<file path="config.mk">
export PLATFORM = sky130hd
export DESIGN_NAME = riscv_mem_arbiter
export DESIGN_NICKNAME = d
export VERILOG_FILES = /design/src/rtl/riscv_mem_arb_pkg.sv /design/src/rtl/riscv_arb_starve_ctr.sv /design/src/rtl/riscv_mem_arbiter.sv
export SDC_FILE = /design/constraint.sdc
export NUM_CORES = 1
export LEC_CHECK = 0
export CORE_AREA = 2 2 108 110
export CTS_BUF_LIST = sky130_fd_sc_hd__clkbuf_8
export DETAILED_ROUTE_END_ITERATION = 10
export DIE_AREA = 0 0 110 112
export HOLD_SLACK_MARGIN = 0.02
export PLACE_DENSITY = 0.69
export SETUP_SLACK_MARGIN = 0.1
export SKIP_LAST_GASP = 1
export SLEW_MARGIN = 20
export SYNTH_ARGS = -nofsm -noshare
export SYNTH_HDL_FRONTEND = slang
export SYNTH_SLANG_ARGS = --single-unit
</file>
<file path="constraint.sdc">
create_clock -name clk -period 5.4 [get_ports clk]
set_clock_uncertainty 0.1 [all_clocks]
set_input_delay 0.81 -clock clk [delete_from_list [all_inputs] [get_ports clk]]
set_output_delay 0.81 -clock clk [all_outputs]
set_load 0.1 [all_outputs]
</file>
<file path="src/rtl/riscv_mem_arb_pkg.sv">
// Shared types for the fetch/data memory arbiter.
package riscv_mem_arb_pkg;

    typedef enum logic [1:0] {
        IDLE,
        WAIT_IF,
        WAIT_D
    } arb_state_e;

    typedef enum logic [1:0] {
        OWN_NONE,
        OWN_IF,
        OWN_D
    } owner_e;

endpackage

</file>
<file path="src/rtl/riscv_arb_starve_ctr.sv">
// Saturating count of data grants won while a fetch is waiting.
module riscv_arb_starve_ctr #(
    parameter int unsigned STARVE_MAX = 4
) (
    input  logic clk,
    input  logic reset,
    input  logic inc_i,
    input  logic clr_i,
    output logic sat_o
);

    localparam int unsigned W = $clog2(STARVE_MAX + 1);
    localparam logic [W-1:0] MAX_C = W'(STARVE_MAX);

    logic [W-1:0] cnt_q;
    logic [W-1:0] cnt_d;

    always_comb begin
        cnt_d = cnt_q;
        if (clr_i) begin
            cnt_d = '0;
        end else if (inc_i && (cnt_q != MAX_C)) begin
            cnt_d = cnt_q + W'(1);
        end
    end

    always_ff @(posedge clk or posedge reset) begin
        if (reset) begin
            cnt_q <= '0;
        end else begin
            cnt_q <= cnt_d;
        end
    end

    assign sat_o = (cnt_q == MAX_C);

endmodule

</file>
<file path="src/rtl/riscv_mem_arbiter.sv">
// Single-outstanding arbiter sharing one memory port between fetch and
// load/store; data has priority, bounded by a fetch starvation counter.
module riscv_mem_arbiter
    import riscv_mem_arb_pkg::*;
#(
    parameter int unsigned ADDR_W     = 32,
    parameter int unsigned DATA_W     = 32,
    parameter int unsigned STARVE_MAX = 4
) (
    input  logic                clk,
    input  logic                reset,
    input  logic                if_req_i,
    input  logic [ADDR_W-1:0]   if_addr_i,
    output logic                if_gnt_o,
    output logic                if_rvalid_o,
    output logic [DATA_W-1:0]   if_rdata_o,
    input  logic                d_req_i,
    input  logic                d_we_i,
    input  logic [DATA_W/8-1:0] d_be_i,
    input  logic [ADDR_W-1:0]   d_addr_i,
    input  logic [DATA_W-1:0]   d_wdata_i,
    output logic                d_gnt_o,
    output logic                d_rvalid_o,
    output logic [DATA_W-1:0]   d_rdata_o,
    output logic                mem_req_o,
    output logic                mem_we_o,
    output logic [DATA_W/8-1:0] mem_be_o,
    output logic [ADDR_W-1:0]   mem_addr_o,
    output logic [DATA_W-1:0]   mem_wdata_o,
    input  logic                mem_gnt_i,
    input  logic                mem_rvalid_i,
    input  logic [DATA_W-1:0]   mem_rdata_i,
    output logic                proto_err_o
);

    arb_state_e state_q, state_d;
    owner_e     lock_q, lock_d;
    owner_e     win;
    logic       proto_err_q, proto_err_d;
    logic       starve_sat;

    riscv_arb_starve_ctr #(
        .STARVE_MAX(STARVE_MAX)
    ) u_starve (
        .clk   (clk),
        .reset (reset),
        .inc_i (d_gnt_o && if_req_i),
        .clr_i (if_gnt_o || !if_req_i),
        .sat_o (starve_sat)
    );

    always_comb begin
        state_d     = state_q;
        lock_d      = lock_q;
        proto_err_d = proto_err_q;
        win         = OWN_NONE;
        if_gnt_o    = 1'b0;
        if_rvalid_o = 1'b0;
        if_rdata_o  = '0;
        d_gnt_o     = 1'b0;
        d_rvalid_o  = 1'b0;
        d_rdata_o   = '0;
        mem_req_o   = 1'b0;
        mem_we_o    = 1'b0;
        mem_be_o    = '0;
        mem_addr_o  = '0;
        mem_wdata_o = '0;

        unique case (state_q)
            IDLE: begin
                // A request shown to memory but not yet granted keeps the bus
                if (lock_q != OWN_NONE) begin
                    win = lock_q;
                end else if (d_req_i && !(if_req_i && starve_sat)) begin
                    win = OWN_D;
                end else if (if_req_i) begin
                    win = OWN_IF;
                end

                if (win == OWN_D) begin
                    mem_req_o   = 1'b1;
                    mem_we_o    = d_we_i;
                    mem_be_o    = d_be_i;
                    mem_addr_o  = d_addr_i;
                    mem_wdata_o = d_wdata_i;
                end else if (win == OWN_IF) begin
                    mem_req_o  = 1'b1;
                    mem_be_o   = '1;
                    mem_addr_o = if_addr_i;
                end

                if (win != OWN_NONE) begin
                    if (mem_gnt_i) begin
                        lock_d = OWN_NONE;
                        if (win == OWN_IF) begin
                            if_gnt_o = 1'b1;
                            state_d  = WAIT_IF;
                        end else begin
                            d_gnt_o = 1'b1;
                            state_d = WAIT_D;
                        end
                    end else begin
                        lock_d = win;
                    end
                end

                if (mem_rvalid_i) begin
                    proto_err_d = 1'b1;
                end
            end
            WAIT_IF: begin
                if (mem_rvalid_i) begin
                    if_rvalid_o = 1'b1;
                    if_rdata_o  = mem_rdata_i;
                    state_d     = IDLE;
                end
            end
            WAIT_D: begin
                if (mem_rvalid_i) begin
                    d_rvalid_o = 1'b1;
                    d_rdata_o  = mem_rdata_i;
                    state_d    = IDLE;
                end
            end
            default: begin
                state_d = IDLE;
            end
        endcase

        if (reset) begin
            if_gnt_o    = 1'b0;
            if_rvalid_o = 1'b0;
            if_rdata_o  = '0;
            d_gnt_o     = 1'b0;
            d_rvalid_o  = 1'b0;
            d_rdata_o   = '0;
            mem_req_o   = 1'b0;
            mem_we_o    = 1'b0;
            mem_be_o    = '0;
            mem_addr_o  = '0;
            mem_wdata_o = '0;
        end
    end

    always_ff @(posedge clk or posedge reset) begin
        if (reset) begin
            state_q     <= IDLE;
            lock_q      <= OWN_NONE;
            proto_err_q <= 1'b0;
        end else begin
            state_q     <= state_d;
            lock_q      <= lock_d;
            proto_err_q <= proto_err_d;
        end
    end

    assign proto_err_o = proto_err_q;

endmodule

</file>
# Word level (Yosys, flattened, before mapping)
# Cells that the tools add are included.
dict set report totals {
  romBits 0
  latch_bits 0
  wordCells 78
  ff_bits 8
  ramBits 0
  n_memories 0
}
dict set report classes {
  shifts 0
  n_bitwise 0
  mul 0
  n_mux 49
  n_addsub 1
  reduce_logical 15
  eq_ne 9
  div 0
  magnitude_cmp 0
}
# cell count
set ops {}
lappend ops {{32-bit 2-to-1 mux} 12}
lappend ops {{1-bit 2-to-1 mux} 22}
lappend ops {{2-bit 2-to-1 mux} 8}
lappend ops {{4-bit 2-to-1 mux} 4}
lappend ops {{3-bit 2-to-1 mux} 2}
lappend ops {{2-bit nonzero test} 3}
lappend ops {{2-bit by 1-bit equality test with 1-bit output (second input constant)} 2}
lappend ops {{2-bit equality test (second input constant)} 2}
lappend ops {{1-bit logical AND} 4}
lappend ops {{2-bit inequality test (second input constant)} 2}
lappend ops {{2-bit case mux with 2 select lines} 1}
lappend ops {{2-bit AND reduction} 2}
lappend ops {{3-bit by 1-bit adder with 3-bit output (second input constant)} 1}
lappend ops {{3-bit equality test (second input constant)} 1}
lappend ops {{3-bit inequality test (second input constant)} 1}
lappend ops {{3-bit AND reduction} 1}
lappend ops {{1-bit zero test} 2}
lappend ops {{2-bit zero test} 1}
lappend ops {{2-bit by 1-bit inequality test with 1-bit output (second input constant)} 1}
lappend ops {{2-bit OR reduction} 1}
lappend ops {{1-bit logical OR} 1}

# Logic depth before layout (Yosys ltp)
dict set report depth {
  ltp_word 17
  depth_mapped 10
  ltp_nobuf 9
}

# Modules after synthesis
# Synthesis repeated with hierarchy kept, for this count alone.
dict set report hier_totals {
  cells_unflattened 293
  area_unflattened_um2 1881.8
}
# module seq_area_each_um2 area_per_inst_um2 cells_per_inst instances
set by_module_without_submodules {}
lappend by_module_without_submodules {riscv_mem_arbiter 125.1 1680.4 274 1}
lappend by_module_without_submodules {riscv_arb_starve_ctr 75.1 201.4 19 1}

# Least setup slack after synthesis
# No wires, ideal clock.
dict set report synth_timing {
  path_kind {input to output}
  start {input if_req_i}
  end {output mem_be_o[0]}
  t_required_ns 4.490
  path_buffers 0
  cell_stages 6
  setup_slack_ns 1.296
  arrival_time_ns 3.194
  path_cell_list {nand3_1 > a31oi_1 > inv_1 > ha_1 > nand2b_2 > a21oi_1}
}
dict set report synth_between {
  elab_chain_cells 11
}
# element line
set synth_lines {}
lappend synth_lines {{start, declared} riscv_mem_arbiter.sv:12} ;# input logic if_req_i,
lappend synth_lines {{1-bit logical AND} riscv_mem_arbiter.sv:74} ;# end else if (d_req_i && !(if_req_i && starve_sat)) begin
lappend synth_lines {{1-bit zero test} riscv_mem_arbiter.sv:74}
lappend synth_lines {{1-bit logical AND} riscv_mem_arbiter.sv:74}
lappend synth_lines {{2-bit 2-to-1 mux *} riscv_mem_arbiter.sv:74}
lappend synth_lines {{2-bit 2-to-1 mux *} riscv_mem_arbiter.sv:72} ;# if (lock_q != OWN_NONE) begin
lappend synth_lines {{2-bit 2-to-1 mux *} riscv_mem_arbiter.sv:69} ;# unique case (state_q)
lappend synth_lines {{2-bit by 1-bit equality test with 1-bit output} riscv_mem_arbiter.sv:86} ;# end else if (win == OWN_IF) begin
lappend synth_lines {{4-bit 2-to-1 mux} riscv_mem_arbiter.sv:86}
lappend synth_lines {{4-bit 2-to-1 mux *} riscv_mem_arbiter.sv:80} ;# if (win == OWN_D) begin
lappend synth_lines {{4-bit 2-to-1 mux *} riscv_mem_arbiter.sv:69}
lappend synth_lines {{4-bit 2-to-1 mux *} riscv_mem_arbiter.sv:130} ;# if (reset) begin
lappend synth_lines {{end, declared} riscv_mem_arbiter.sv:27} ;# output logic [DATA_W/8-1:0] mem_be_o,
# Mark *: on every way between the ends. The rest lies on a longest branch, timed or not. The select of a mux whose other input is x is not followed.

# Final worst setup path
dict set report layout_timing {
  start {input if_req_i}
  end {output mem_addr_o[8]}
}
dict set report layout_between {
  elab_chain_cells 11
}
# element line
set layout_lines {}
lappend layout_lines {{1-bit logical AND} riscv_mem_arbiter.sv:74}
lappend layout_lines {{1-bit zero test} riscv_mem_arbiter.sv:74}
lappend layout_lines {{1-bit logical AND} riscv_mem_arbiter.sv:74}
lappend layout_lines {{2-bit 2-to-1 mux *} riscv_mem_arbiter.sv:74}
lappend layout_lines {{2-bit 2-to-1 mux *} riscv_mem_arbiter.sv:72}
lappend layout_lines {{2-bit 2-to-1 mux *} riscv_mem_arbiter.sv:69}
lappend layout_lines {{2-bit by 1-bit equality test with 1-bit output} riscv_mem_arbiter.sv:86}
lappend layout_lines {{32-bit 2-to-1 mux} riscv_mem_arbiter.sv:86}
lappend layout_lines {{32-bit 2-to-1 mux *} riscv_mem_arbiter.sv:80}
lappend layout_lines {{32-bit 2-to-1 mux *} riscv_mem_arbiter.sv:69}
lappend layout_lines {{32-bit 2-to-1 mux *} riscv_mem_arbiter.sv:130}
lappend layout_lines {{end, declared} riscv_mem_arbiter.sv:28} ;# output logic [ADDR_W-1:0] mem_addr_o,
# Marks and branches as above.

==> metrics.md <==
| Metric | Value |
|---|---|
| Status | finished clean |
| ANT cells | 0 |
| Clk slew on worst S/H paths | 40 ps |
| Setup TNS | 0 ps |
| Postcts setup bufs | 0 |
| Reg2reg start | u_starve.cnt_q[0]$_DFFE_PP0P_ |
| Reg-to-reg setup timing slack | about 3100 ps |
| Critical Path AT | 3470 ps |
| Syn. warnings | 0 |
| Starting Density | roughly 15% |
| Setup WS pre-CTS | around 1000 ps |
| CP Class | in -> out |
| FP Rows | 39 |
| RSZ-0062 raised after global routing | no |
| Avg Synthesized Cell Area | roughly 7.4 um2 |
| H-tree Lvls | 1 |
| Synth-to-layout area growth | 155% |
| Post-synth EDFFs | 0 |
| Routed len/inst | 15.5 um |
| Fmax | ~230 MHz |
| Iter 0 DRT Violations | 90 |
| Post-synthesis sequential area ratio | 12.2% |
| Die area | between 10000 and 15000 um2 |
| IO Pins | around 280 |
| Initial antenna violation count | 0 |
| Post-Syn Instances | roughly 220 |
| CP required | between 4000 and 5000 ps |
| Crit-path max FO | 32 |
| GR Overflow Total | 0 |
| Critical Path Source | if_req_i |
| Endpoints failing setup | 0 |
| Static leakage | roughly 2 nW |
| Register area | about 200 um2 |
| Hold Crit Class | reg -> reg |
| Slew Limit Fails | 0 |
| Post-Syn Nets | between 300 and 400 |
| Via count | 2562 |
| PnR worst setup slack | 1020 ps |
| Die H | roughly 110 um |
| Crit share post-route | 81.1% |
| Rel. slew slack | between 30% and 40% |
| Hold wc startpoint | proto_err_o$_DFFE_PP0P_ |
| Clock insertion delay at the later pin of the skew report | approximately 230 ps |
| RePlAce Congestion | 1.00 |
| MaxCap Viol Count | 0 |
| Worst flop-to-flop path endpoint | u_starve.cnt_q[2]$_DFFE_PP0P_ |
| Largest net degree at the start of global routing | 66 |
| Largest area contributor in the netlist | and2_1 |
| CTS-repair resized insts | 0 |
| Post-layout min period | 4380 ps |
| Hold endpoint | proto_err_o$_DFFE_PP0P_ |
| ANT nets after route | 0 |
| Hold path cells | 1 |
| Endpoints failing hold | 0 |
| Post-synth top area share | between 30% and 40% |
| Clk Tree Root Cell | clkbuf_8 |
| Cts bufs inserted | 3 |
| Final #Nets | 634 |
| Via count of the first global-routing pass | roughly 2400 |
| PortBufs | about 280 |
| Synth top area cells | and2_1 (37%), a22o_1 (17%), dfrtp_1 (12%), ha_1 (6.1%), inv_1 (2.5%) |
| Global router's overall resource usage | a little over an eighth |
| Horiz. Die Dim | between 100 and 150 um |
| DP Wirelength | 8.25 mm |
| Seq cells post-synth | 8 |
| Worst r2r path cells | 8 |
| Filler cell count | between 1000 and 1500 |
| Layout cells sized above 1 | a little under a third |
| Hold_buf cts | 0 |
| Worst vdd ir | 0.249 mV |
| Routed wire length | 9.75 mm |
| Clk buf depth | 2 |
| Pwr/cell area | ~420 nW/um2 |
| First-pass GRT wire length | around 13 mm |
| TritonCTS clock tree | done |
| Mapped cell area | around 1600 um2 |
| Final Util | between 30% and 40% |
| Worst-margin pin slew | 1000 ps |
| Ys async rst share | 100% |
| DRC Markers | 0 |
| Area of the multi-input gates | between 1000 and 1500 um2 |
| TritonCTS sink count | 8 |
| Vias/cell | 4.08 |
| Ys flop type | dfrtp_1 |
| Core area | around 11000 um2 |
| Hold slack | between 300 and 400 ps |
| Crit start category | primary input |
| Synth unique cells | 33 |
| Setup crit end kind | output pin |
| Drt pass-1 iters | 4 |
report_power, final:
group	internal (W)	leakage [nW]	switching, W
Combinational	0.000379	1.88	0.00124
Sequential	0.0000737	0.103	0.00000747
Clock	0.0000484	0.0216	0.0000246
Total	0.000501	2.00	0.00127
per-stage QoR:
step / total power [W] / area (um2) / cells
after detailed placement: 0.00170 / 4140 / 625
after floorplan: 0.00135 / 1640 / 222
after global placement: 0.00169 / 4140 / 625
after global routing: 0.00184 / 4180 / 628
final: 0.00177 / 4180 / 628
after CTS: 0.00178 / 4180 / 628
cell families (layout without fill, tap and decap cells):
group                    Yosys count  after routing  synth area share, %
AO/OA/AOI/OAI                     54             54                 25.3
adder cells (fa/ha/maj)            8              8                 6.11
buffers and inverters             29            292                 9.39
flip-flops                         8              8                 12.2
AND/OR/NAND/NOR                  123            123                 46.9
cells in the final DEF (no fill, tap or decap):
master and count:
and4bb_2 1, inv_1 11, a31oi_1 3, and2_1 97
and3_1 2, a311oi_1 1, dfrtp_1 8, clkdlybuf4s50_1 139
nor2b_1 2, nand3_1 3, inv_2 1, a22o_1 32
ha_1 8, nand4bb_1 1, a21oi_1 7, a211oi_1 1
nand2_1 5, nor2_4 1, o31ai_1 1, nor2_1 4
a21o_1 2, o21a_1 1, and3_4 1, o21ai_1 2
clkbuf_8 3, a21bo_2 1, o21ai_0 3, buf_4 138
nand2b_2 2, nand2b_1 2, nand4_1 2
cell type report:
cell class                 instances  share of cell area (%)
clock buffer                       3                   0.988
inverter                          12                    1.08
multi-input combinational        185                    30.8
sequential                         8                    4.79
tap                              143                    4.28
timing repair buffer             277                    58.1
routing by layer:
layer	vias to the layer above	part of all wire (%)	track usage [%]
met5	-	0	0
met4	0	0.83	1.94
met3	10	10	3.04
met2	112	52	25.3
met1	1163	37	16.2
li1	1277	-	-
registers in the layout, summed over array words and instances (netlist names):
| name | flops |
|---|---|
| proto_err_o | 1 |
| state_q | 2 |
| lock_q | 2 |
| u_starve.cnt_q | 3 |
critical path: stages:
cell and delay, ps:
clkdlybuf4s50_1 500, nand3_1 80, a31oi_1 330, inv_1 90, ha_1 270, nand2b_2 260, nor2_4 560, a22o_1 260
buf_4 300
how the worst max path moves through the flow:
stage,endpoint,slack (ps),cells after the start
6_report,mem_addr_o[8],1020,9
5_1_grt,mem_addr_o[6],820,9
4_1_cts,mem_addr_o[6],1010,9
3_5_place_dp,mem_addr_o[6],1020,9
3_3_place_gp,mem_addr_o[0],1120,9
2_1_floorplan,mem_be_o[0],1300,6
cells in the mapped netlist, types with 2 or more instances:
cell / n
a21o_1: 2
a21oi_1: 7
a22o_1: 32
a31oi_1: 3
and2_1: 97
and3_1: 2
buf_2: 3
buf_4: 4
buf_6: 3
clkbuf_1: 4
clkbuf_2: 3
dfrtp_1: 8
ha_1: 8
inv_1: 11
nand2_1: 5
nand2b_1: 2
nand2b_2: 2
nand3_1: 3
nand4_1: 2
nor2_1: 4
nor2b_1: 2
o21ai_0: 3
o21ai_1: 2
No activity file was read; power rests on OpenSTA's default activity.
